<file path="config.mk">
export PLATFORM = sky130hd
export DESIGN_NAME = uart_rx_oversampled_flat
export DESIGN_NICKNAME = d
export VERILOG_FILES = /design/src/rtl/uart_rx_oversampled_pkg.sv /design/src/rtl/uart_rx_oversampled_if.sv /design/src/rtl/uart_rx_oversampled_baud_tick.sv /design/src/rtl/uart_rx_oversampled.sv /design/src/flat_wrapper.sv
export SDC_FILE = /design/constraint.sdc
export NUM_CORES = 1
export LEC_CHECK = 0
export CELL_PAD_IN_SITES_DETAIL_PLACEMENT = 0
export CELL_PAD_IN_SITES_GLOBAL_PLACEMENT = 1
export CORE_MARGIN = 2
export CORE_UTILIZATION = 45
export CTS_BUF_LIST = sky130_fd_sc_hd__clkbuf_16
export CTS_CLUSTER_SIZE = 16
export DETAILED_ROUTE_END_ITERATION = 16
export PLACE_DENSITY_LB_ADDON = 0.1
export SETUP_SLACK_MARGIN = 0.3
export SYNTH_ARGS = -nofsm -noshare
export SYNTH_HDL_FRONTEND = slang
export SYNTH_SLANG_ARGS = --single-unit
</file>
<file path="constraint.sdc">
create_clock -name clk -period 2.2 [get_ports clk]
set_input_delay 0.33 -clock clk [delete_from_list [all_inputs] [get_ports clk]]
set_output_delay 0.33 -clock clk [all_outputs]
set_load 0.02 [all_outputs]
</file>
<file path="src/rtl/uart_rx_oversampled_pkg.sv">
// uart_rx_oversampled_pkg: shared FSM states, oversampling default and baud divider helper
package uart_rx_oversampled_pkg;

    typedef enum logic [2:0] {
        IDLE,
        START,
        DATA,
        STOP,
        BREAK
    } state_t;

    localparam int OVERSAMPLE_DEFAULT = 16;

    // Clocks per sample tick; shared with the transmitter's baud logic.
    function automatic int calc_div(input int clk_freq, input int baud, input int oversample);
        return clk_freq / (baud * oversample);
    endfunction

endpackage

</file>
<file path="src/rtl/uart_rx_oversampled_if.sv">
// uart_rx_oversampled_if: received-byte handshake plus status flags toward the host/FIFO
interface uart_rx_oversampled_if #(
    parameter int DATA_BITS = 8
);

    logic [DATA_BITS-1:0] rx_data;
    logic                 rx_valid;
    logic                 rx_ready;
    logic                 frame_err;
    logic                 overrun;
    logic                 busy;

    modport master (
        output rx_data, rx_valid, frame_err, overrun, busy,
        input  rx_ready
    );

    modport slave (
        input  rx_data, rx_valid, frame_err, overrun, busy,
        output rx_ready
    );

endinterface

</file>
<file path="src/rtl/uart_rx_oversampled_baud_tick.sv">
// uart_rx_oversampled_baud_tick: sample-tick divider with synchronous phase-align clear
module uart_rx_oversampled_baud_tick #(
    parameter int DIV = 27
) (
    input  logic clk,
    input  logic reset,
    input  logic clr,
    output logic tick
);

    localparam int W = $clog2(DIV) > 0 ? $clog2(DIV) : 1;

    logic [W-1:0] cnt;

    assign tick = cnt == W'(DIV - 1);

    // Count 0..DIV-1; clr restarts the phase at a detected start edge
    always_ff @(posedge clk)
        if (!reset || clr || tick)
            cnt <= '0;
        else
            cnt <= cnt + 1'b1;

endmodule

</file>
<file path="src/rtl/uart_rx_oversampled.sv">
// uart_rx_oversampled: oversampling UART receiver with 3-sample majority vote and held output byte
module uart_rx_oversampled
    import uart_rx_oversampled_pkg::*;
#(
    parameter int CLK_FREQ   = 50_000_000,
    parameter int BAUD       = 115200,
    parameter int OVERSAMPLE = OVERSAMPLE_DEFAULT,
    parameter int DATA_BITS  = 8
) (
    input logic                  clk,
    input logic                  reset,
    input logic                  rx,
    uart_rx_oversampled_if.master bus
);

    localparam int DIV = calc_div(CLK_FREQ, BAUD, OVERSAMPLE);
    localparam int M   = OVERSAMPLE / 2;
    localparam int TW  = $clog2(OVERSAMPLE);
    localparam int BW  = $clog2(DATA_BITS + 1);

    logic                 s1;
    logic                 rxs;
    state_t               state;
    state_t               next;
    logic [TW-1:0]        t;
    logic [BW-1:0]        nbits;
    logic [1:0]           smp;
    logic [DATA_BITS-1:0] shreg;
    logic [DATA_BITS-1:0] data_q;
    logic                 valid_q;
    logic                 fe_q;
    logic                 ov_q;
    logic                 tick;
    logic                 clr;
    logic                 decide;
    logic                 wrap;
    logic                 bitv;
    logic                 deliver;
    logic                 fail;

    uart_rx_oversampled_baud_tick #(.DIV(DIV)) u_tick (
        .clk  (clk),
        .reset(reset),
        .clr  (clr),
        .tick (tick)
    );

    assign clr    = state == IDLE && !rxs;
    assign decide = tick && t == TW'(M + 1);
    assign wrap   = tick && t == TW'(OVERSAMPLE - 1);
    // Two earlier samples plus the live one at the decide tick
    assign bitv   = (smp[0] & smp[1]) | (smp[0] & rxs) | (smp[1] & rxs);

    // Two-flop synchronizer; idles high so reset never looks like a start bit
    always_ff @(posedge clk)
        if (!reset)
            {s1, rxs} <= 2'b11;
        else
            {s1, rxs} <= {rx, s1};

    // FSM state register
    always_ff @(posedge clk)
        if (!reset)
            state <= IDLE;
        else
            state <= next;

    // Next state plus single-cycle delivery / framing-failure strobes
    always_comb begin
        next    = state;
        deliver = 1'b0;
        fail    = 1'b0;
        case (state)
            IDLE:    if (!rxs) next = START;
            START:   if (decide && bitv) next = IDLE;
                     else if (wrap) next = DATA;
            DATA:    if (wrap && nbits == BW'(DATA_BITS)) next = STOP;
            STOP:    if (decide) begin
                         next    = bitv ? IDLE : BREAK;
                         deliver = bitv;
                         fail    = !bitv;
                     end
            BREAK:   if (rxs) next = IDLE;
            default: next = IDLE;
        endcase
    end

    // Tick index, sample history, bit count and LSB-first shift register
    always_ff @(posedge clk)
        if (!reset) begin
            t     <= '0;
            nbits <= '0;
            smp   <= '0;
            shreg <= '0;
        end else begin
            if (state == IDLE) begin
                t     <= '0;
                nbits <= '0;
            end else if (tick)
                t <= wrap ? '0 : t + 1'b1;
            if (tick && (t == TW'(M - 1) || t == TW'(M)))
                smp <= {smp[0], rxs};
            if (state == DATA && decide) begin
                shreg <= {bitv, shreg[DATA_BITS-1:1]};
                nbits <= nbits + 1'b1;
            end
        end

    // Holding register: a full register only takes a new byte when it drains the same cycle
    always_ff @(posedge clk)
        if (!reset) begin
            data_q  <= '0;
            valid_q <= 1'b0;
            fe_q    <= 1'b0;
            ov_q    <= 1'b0;
        end else begin
            fe_q <= fail;
            ov_q <= deliver && valid_q && !bus.rx_ready;
            if (deliver && (!valid_q || bus.rx_ready)) begin
                data_q  <= shreg;
                valid_q <= 1'b1;
            end else if (valid_q && bus.rx_ready)
                valid_q <= 1'b0;
        end

    assign bus.rx_data   = data_q;
    assign bus.rx_valid  = valid_q;
    assign bus.frame_err = fe_q;
    assign bus.overrun   = ov_q;
    assign bus.busy      = state != IDLE;

endmodule
</file>
<file path="src/flat_wrapper.sv">
// flat-port wrapper written by rule: the top's interface ports become plain ports
module uart_rx_oversampled_flat import uart_rx_oversampled_pkg::*;
#(
    parameter int CLK_FREQ   = 50_000_000,
    parameter int BAUD       = 115200,
    parameter int OVERSAMPLE = OVERSAMPLE_DEFAULT,
    parameter int DATA_BITS  = 8
)
  (clk, reset, rx, bus_rx_data, bus_rx_valid, bus_frame_err, bus_overrun, bus_busy, bus_rx_ready);
  uart_rx_oversampled_if #(.DATA_BITS(DATA_BITS)) bus_i ();
  input logic clk;
  input logic reset;
  input logic rx;
  output wire logic [$bits(bus_i.rx_data)-1:0] bus_rx_data;
  output wire logic [$bits(bus_i.rx_valid)-1:0] bus_rx_valid;
  output wire logic [$bits(bus_i.frame_err)-1:0] bus_frame_err;
  output wire logic [$bits(bus_i.overrun)-1:0] bus_overrun;
  output wire logic [$bits(bus_i.busy)-1:0] bus_busy;
  input wire logic [$bits(bus_i.rx_ready)-1:0] bus_rx_ready;
  assign bus_rx_data = bus_i.rx_data;
  assign bus_rx_valid = bus_i.rx_valid;
  assign bus_frame_err = bus_i.frame_err;
  assign bus_overrun = bus_i.overrun;
  assign bus_busy = bus_i.busy;
  assign bus_i.rx_ready = bus_rx_ready;
  uart_rx_oversampled #(.CLK_FREQ(CLK_FREQ), .BAUD(BAUD), .OVERSAMPLE(OVERSAMPLE), .DATA_BITS(DATA_BITS)) u_core (.clk(clk), .reset(reset), .rx(rx), .bus(bus_i));
endmodule
</file>
Yosys cells after proc, flatten, opt, wreduce, memory -nomap -nowiden
Cells that the tools add are included.

Muxes and demuxes: 15. Eq/ne operators: 15. $add $sub $neg: 3. Reduce and logical (&&, ||, !) cells: 27. Bitwise gates (word level): 6.

Operators by type and width (count): $mux W3 (7); $eq A4 B4 Y1 const B (4); $pmux W3 S5 (1); $mux W4 (3); $logic_and A1 B1 Y1 (11); $add A4 B1 Y4 const B (2); $eq A3 B2 Y1 const B (2); $ne A2 B1 Y1 const B (3); $add A5 B1 Y5 const B (1); $eq A5 B5 Y1 const B (1); $logic_not A1 Y1 (5); $reduce_and A5 Y1 (1); $eq A4 B3 Y1 const B (1); $logic_or A1 B1 Y1 (4); $mux W1 (4); $reduce_bool A2 Y1 (2); $and A1 B1 Y1 (3); $eq A3 B1 Y1 const B (1); $eq A3 B3 Y1 const B (1); $logic_not A3 Y1 (1); $ne A3 B1 Y1 const B (1); $reduce_and A3 Y1 (1); $reduce_bool A3 Y1 (1); $ne A2 B2 Y1 const B (1); 3 further kinds (4).

Input port bits: 4. Logic and storage cells: 78. Output and inout bits: 12. Register bits after elaboration: 39.

Logic depth before layout (Yosys ltp)
Depth in word-level cells: 7. Depth in mapped cells: 8. Gate-level depth less buffers: 6.

By module
A second synthesis with hierarchy kept.

Cells, all modules: 186. Area, all modules: 1731.7 um^2.

By module, submodules not included: uart_rx_oversampled (times used 1, area an instance 1526.5 um^2, cells an instance 166, seq. area each 680.7 um^2); uart_rx_oversampled_baud_tick (times used 1, area an instance 205.2 um^2, cells an instance 20, seq. area each 100.1 um^2).

Worst setup path before layout
Ideal clock, no wire load.

Path type: register to register. Start: register u_core.u_tick.cnt[0]. End: register u_core.data_q[7], in the netlist u_core.bus.rx_data[7]. Stages on the path, launching flop included: 9. Arrival time: 1.328 ns. Data required time: 2.059 ns. Setup slack: 0.730 ns. Path buffers: 2. Clock period less this slack: 1.470 ns. Library setup time: 0.141 ns. Path through: dfxtp_1 > inv_1 > ha_1 > and4b_1 > buf_4 > and4_1 > buf_2 > nand3_1 > a21oi_1.

Cells in the longest elaborated chain, start to end: 5.

RTL lines: start, declared (RTL line uart_rx_oversampled_baud_tick.sv:13) `logic [W-1:0] cnt;`; start signal, assigned (RTL line uart_rx_oversampled_baud_tick.sv:22) `cnt <= cnt + 1'b1;`; $eq A5 B5 Y1 (RTL line uart_rx_oversampled_baud_tick.sv:15) `assign tick = cnt == W'(DIV - 1);`; $logic_and A1 B1 Y1 (RTL line uart_rx_oversampled.sv:49) `assign decide = tick && t == TW'(M + 1);`; $mux W1 (RTL line uart_rx_oversampled.sv:78) `STOP: if (decide) begin`; $mux W1 (RTL line uart_rx_oversampled.sv:73) `case (state)`; $logic_and A1 B1 Y1 (RTL line uart_rx_oversampled.sv:119) `if (deliver && (!valid_q || bus.rx_ready)) begin`; end signal, assigned (RTL line uart_rx_oversampled.sv:120) `data_q <= shreg;`; end, declared (RTL line uart_rx_oversampled.sv:29) `logic [DATA_BITS-1:0] data_q;`.

No other way between the ends. A chain may end at the register's enable or synchronous reset.

Final worst setup path
Start: register u_core.u_tick.cnt[0]. End: register u_core.state[0].

Cells in the longest elaborated chain, start to end: 5. Elaborated cells between the ends (all ways): 11. Those cells by class: eq/ne: 4; mux: 2; reduce/logical: 5.

RTL lines: $eq A5 B5 Y1 (*) (RTL line uart_rx_oversampled_baud_tick.sv:15); $logic_and A1 B1 Y1 (on tied branches) (RTL line uart_rx_oversampled.sv:49, uart_rx_oversampled.sv:50); $logic_and A1 B1 Y1 (on tied branches) (RTL line uart_rx_oversampled.sv:75, uart_rx_oversampled.sv:77); $ne A3 B1 Y1 (no line), or another cell as far along; $reduce_and A5 Y1 (no line) or $pmux W3 S5 (tied branches); end signal, assigned (RTL line uart_rx_oversampled.sv:66) `state <= next;`; end, declared (RTL line uart_rx_oversampled.sv:23) `state_t state;`.

Every way passes the cells marked *; elsewhere a longest branch is shown, timed or not.

==> out/results.tsv <==
stage	metric	value	unit
status	status	completed	
critical_path	worstPathArrival	1.99	ns
clocking	cts.path.max_buffers	2	
power	leakage	0.7205	nW
floorplanning	start_util	47.79	%
grt	gr-total-overflow	0	
synthesis	synth.distinct_cells	42	
sta	maxSlewViolCount	0	
critical_path	crit_slowest_cell	dfxtp_1	
grt	first_global_vias	1377	
route	top_layer_used	met4	
clocking	cts_tree	built	
synthesis	synth-seq-cells	39	
place	dp_slack	0.3798	ns
layout	fin_area	2136	um^2
floorplanning	die_area	4496	um^2
synthesis	yosysSeqAreaShare	43.64	%
route	wire_per_inst	13.36	um
power	totalPowerFinal	1.431	mW
synthesis	yosysWarnings	0	
critical_path	crit_path_end_kind	flip-flop	
min_path	worstHoldPathType	flip-flop to flip-flop	
layout	seqCellArea	780.7	um^2
sta	fin_tns_setup	0	ns
synthesis	synth_top_cell_by_area	dfxtp_1	
floorplanning	core_region_area	3744	um^2
floorplanning	die_w	67.06	um
route	vias_per_cell	5.467	
route	routed-wl-met3	127	um
synthesis	syn-cell-area	1789	um^2
clocking	cts_root_buf	clkbuf_16	
clocking	clkSinkCount	39	
floorplanning	io_pins	16	
synthesis	synth_area_leaders	dfxtp_1, nand2_1, nand3_1	
power	power.switching	0.2891	mW
clocking	insertion_delay	0.28	ns
synthesis	netlist_top_cells_count	dfxtp_1, nand2_1, nand3_1	
critical_path	critical_path_class	flip-flop to flip-flop	
sta	clock_skew	0.004174	ns
synthesis	synth_fp_nets	216	
route	wl_met1	1.773	mm
critical_path	crit_path_max_fanout	6	
power	swShare	20.20	%
layout	multi_input_comb_area	932.1	um^2
sta	setup_viol	0	
route	remaining_drc_errors	0	
synthesis	yosysMostFrequentCell	dfxtp_1	
clocking	hold_buffers	0	
power	peakVddDrop	0.4218	mV
sta	worstMarginPinSlew	0.4127	ns
grt	grt_pass1_wl	6.492	mm
route	num_vias	1476	
sta	slew-limit-headroom	72.49	%
layout	n_fill_cell	349	
critical_path	slowest_delay	0.38	ns
place	port_buffers	15	
critical_path	cp_cell_sequence	inv_1 > ha_1 > nand4b_1 > buf_4 > nor2_1 > a221o_1 > o32ai_1	
sta	fin_hold_ws	0.4086	ns
route	ant_nets	0	
sta	timing.fmax	549.4	MHz
clocking	htreeDepth	2	
route	drt_iter0_drc	101	
layout	drive_gt1_share	12.61	%
layout	synthToLayoutAreaGrowth	19.37	%
grt	track_usage	19.33	%
synthesis	synth_ff_type	dfxtp_1	
grt	antenna_found_initial	0	
synthesis	synth-edff-count	0	
critical_path	required	2.37	ns
flow_run	cap_viol_max_count	0	
route	drt-pass1-iter-count	4	
synthesis	syn_area_per_cell	8.728	um^2
route	wl	3.608	mm
synthesis	syn_inst	205	
synthesis	synthArstFlopShare	0	%
place	gp_congestion	0.7869	
clocking	cts_buffers	5	
floorplanning	die_y	67.06	um
place	dpl_cell_area	1972	um^2
layout	diodes	0	
power	intPower	1.142	mW
sta	finalCritPeriodShare	82.73	%
power	cellPowerDensity	670.1	nW/um^2
critical_path	crit_path_start_kind	flip-flop	
place	dp_hpwl	2.561	mm
clocking	clk_pin_slew	0.05	ns
power	p_comb_share	3.3	%
route	routed-wl-met2	1.653	mm
synthesis	synth_top_area_share	43.64	%
power	pwr-share-seq	50.5	%
layout	final_nets	233	
sta	finalHoldViolations	0	
sta	rsz0062_at_grt	yes	
floorplanning	row_count	22	
power	power.share.clock	46.2	%
sta	min_period	1.820	ns
grt	grt_max_degree	18	
sta	worst_slack	0.3800	ns
worst max-delay path: cells and delay by family (launching register included):
family                     cells  cell delay, ns
buffers and inverters          2            0.27
AOI/OAI and AO/OA              2            0.57
adders and majority gates      1            0.20
and+or+nand+nor                2            0.29
DFF                            1            0.38
final cells by class:
type	instances	share of cell area, %
sequential	39	36.56
tap	48	2.812
timing repair buffer	21	9.666
multi-input combinational	149	43.64
clock inverter	2	0.4101
inverter	6	1.054
clock buffer	5	5.858
flip-flops by register name, summed over array words and instances, names as in the netlist:
| signal | flops |
|---|---|
| u_core.shreg | 8 |
| u_core.state | 3 |
| u_core.t | 4 |
| u_core.bus.rx_valid | 1 |
| u_core.u_tick.cnt | 5 |
| u_core.nbits | 4 |
| u_core.smp | 2 |
| u_core.bus.frame_err | 1 |
| u_core.s1 | 1 |
| u_core.bus.rx_data | 8 |
| u_core.rxs | 1 |
| u_core.bus.overrun | 1 |
path summary, 6_finish.rpt:
| check | end | slack, ns | depth (start not counted) | from |
|---|---|---|---|---|
| setup / recovery | u_core.state[0]$_SDFFE_PN0P_ | 0.38 | 7 | u_core.u_tick.cnt[0]$_SDFF_PP0_ |
| hold / removal | u_core.rxs$_SDFF_PN1_ | 0.41 | 1 | u_core.s1$_SDFF_PN1_ |
| setup reg to reg | u_core.state[0]$_SDFFE_PN0P_ | 0.38 | 7 | u_core.u_tick.cnt[0]$_SDFF_PP0_ |
| hold reg to reg | u_core.rxs$_SDFF_PN1_ | 0.41 | 1 | u_core.s1$_SDFF_PN1_ |
per-stage QoR:
stage                     utilization, %  cells
after floorplan                        -    205
after global placement             52.67    262
after detailed placement           52.67    262
after CTS                          56.22    269
after global routing               57.05    270
final                              57.05    270
power groups by stage:
stage / registers [mW] / logic, mW / clock network, mW
floorplan: 0.735 / 0.0303 / 0
global placement: 0.736 / 0.0472 / 0
detailed placement: 0.737 / 0.0467 / 0
CTS: 0.722 / 0.0465 / 0.678
global route: 0.723 / 0.0534 / 0.707
finish: 0.722 / 0.0474 / 0.661
cell families (layout without fill, tap and decap cells):
group | after synthesis | in the layout | synth area share [%]
AND/OR/NAND/NOR | 91 | 91 | 27.34
AO/OA/AOI/OAI | 42 | 42 | 14.62
flip-flops | 39 | 39 | 43.64
buffers and inverters | 17 | 34 | 4.895
adder cells (fa/ha/maj) | 8 | 8 | 5.454
XOR/XNOR | 6 | 6 | 2.937
multiplexers | 2 | 2 | 1.119
layer usage:
layer | track usage, % | vias up
met5 | 0 | -
met4 | 6.888 | 0
met3 | 5.068 | 5
met2 | 28.71 | 24
met1 | 26.74 | 698
li1 | - | 749
placed cells by master, fill, tap and decap left out, types with 2 or more instances in the layout:
cell and count:
nand3_1 19, nand3b_1 4, clkdlybuf4s50_1 14, inv_1 5, or3_1 2, nand2b_1 6, a31oi_1 2, ha_1 7
clkinv_1 2, o21ai_0 9, nand2_1 28, nand3_2 2, buf_4 5, nand4_1 2, and3b_1 2, xor2_1 5
nor3_1 2, a21oi_2 7, nand4b_1 2, dfxtp_1 39, mux2i_1 2, a21oi_1 18, nor2_1 12, clkbuf_16 5
timing repair:
item	CTS	global route
resized for setup	1	4
pin swaps	0	1
endpoints found under the setup margin	1	21
gates cloned	0	0
setup buffers	0	1
Power figures use the tool's default switching activity.
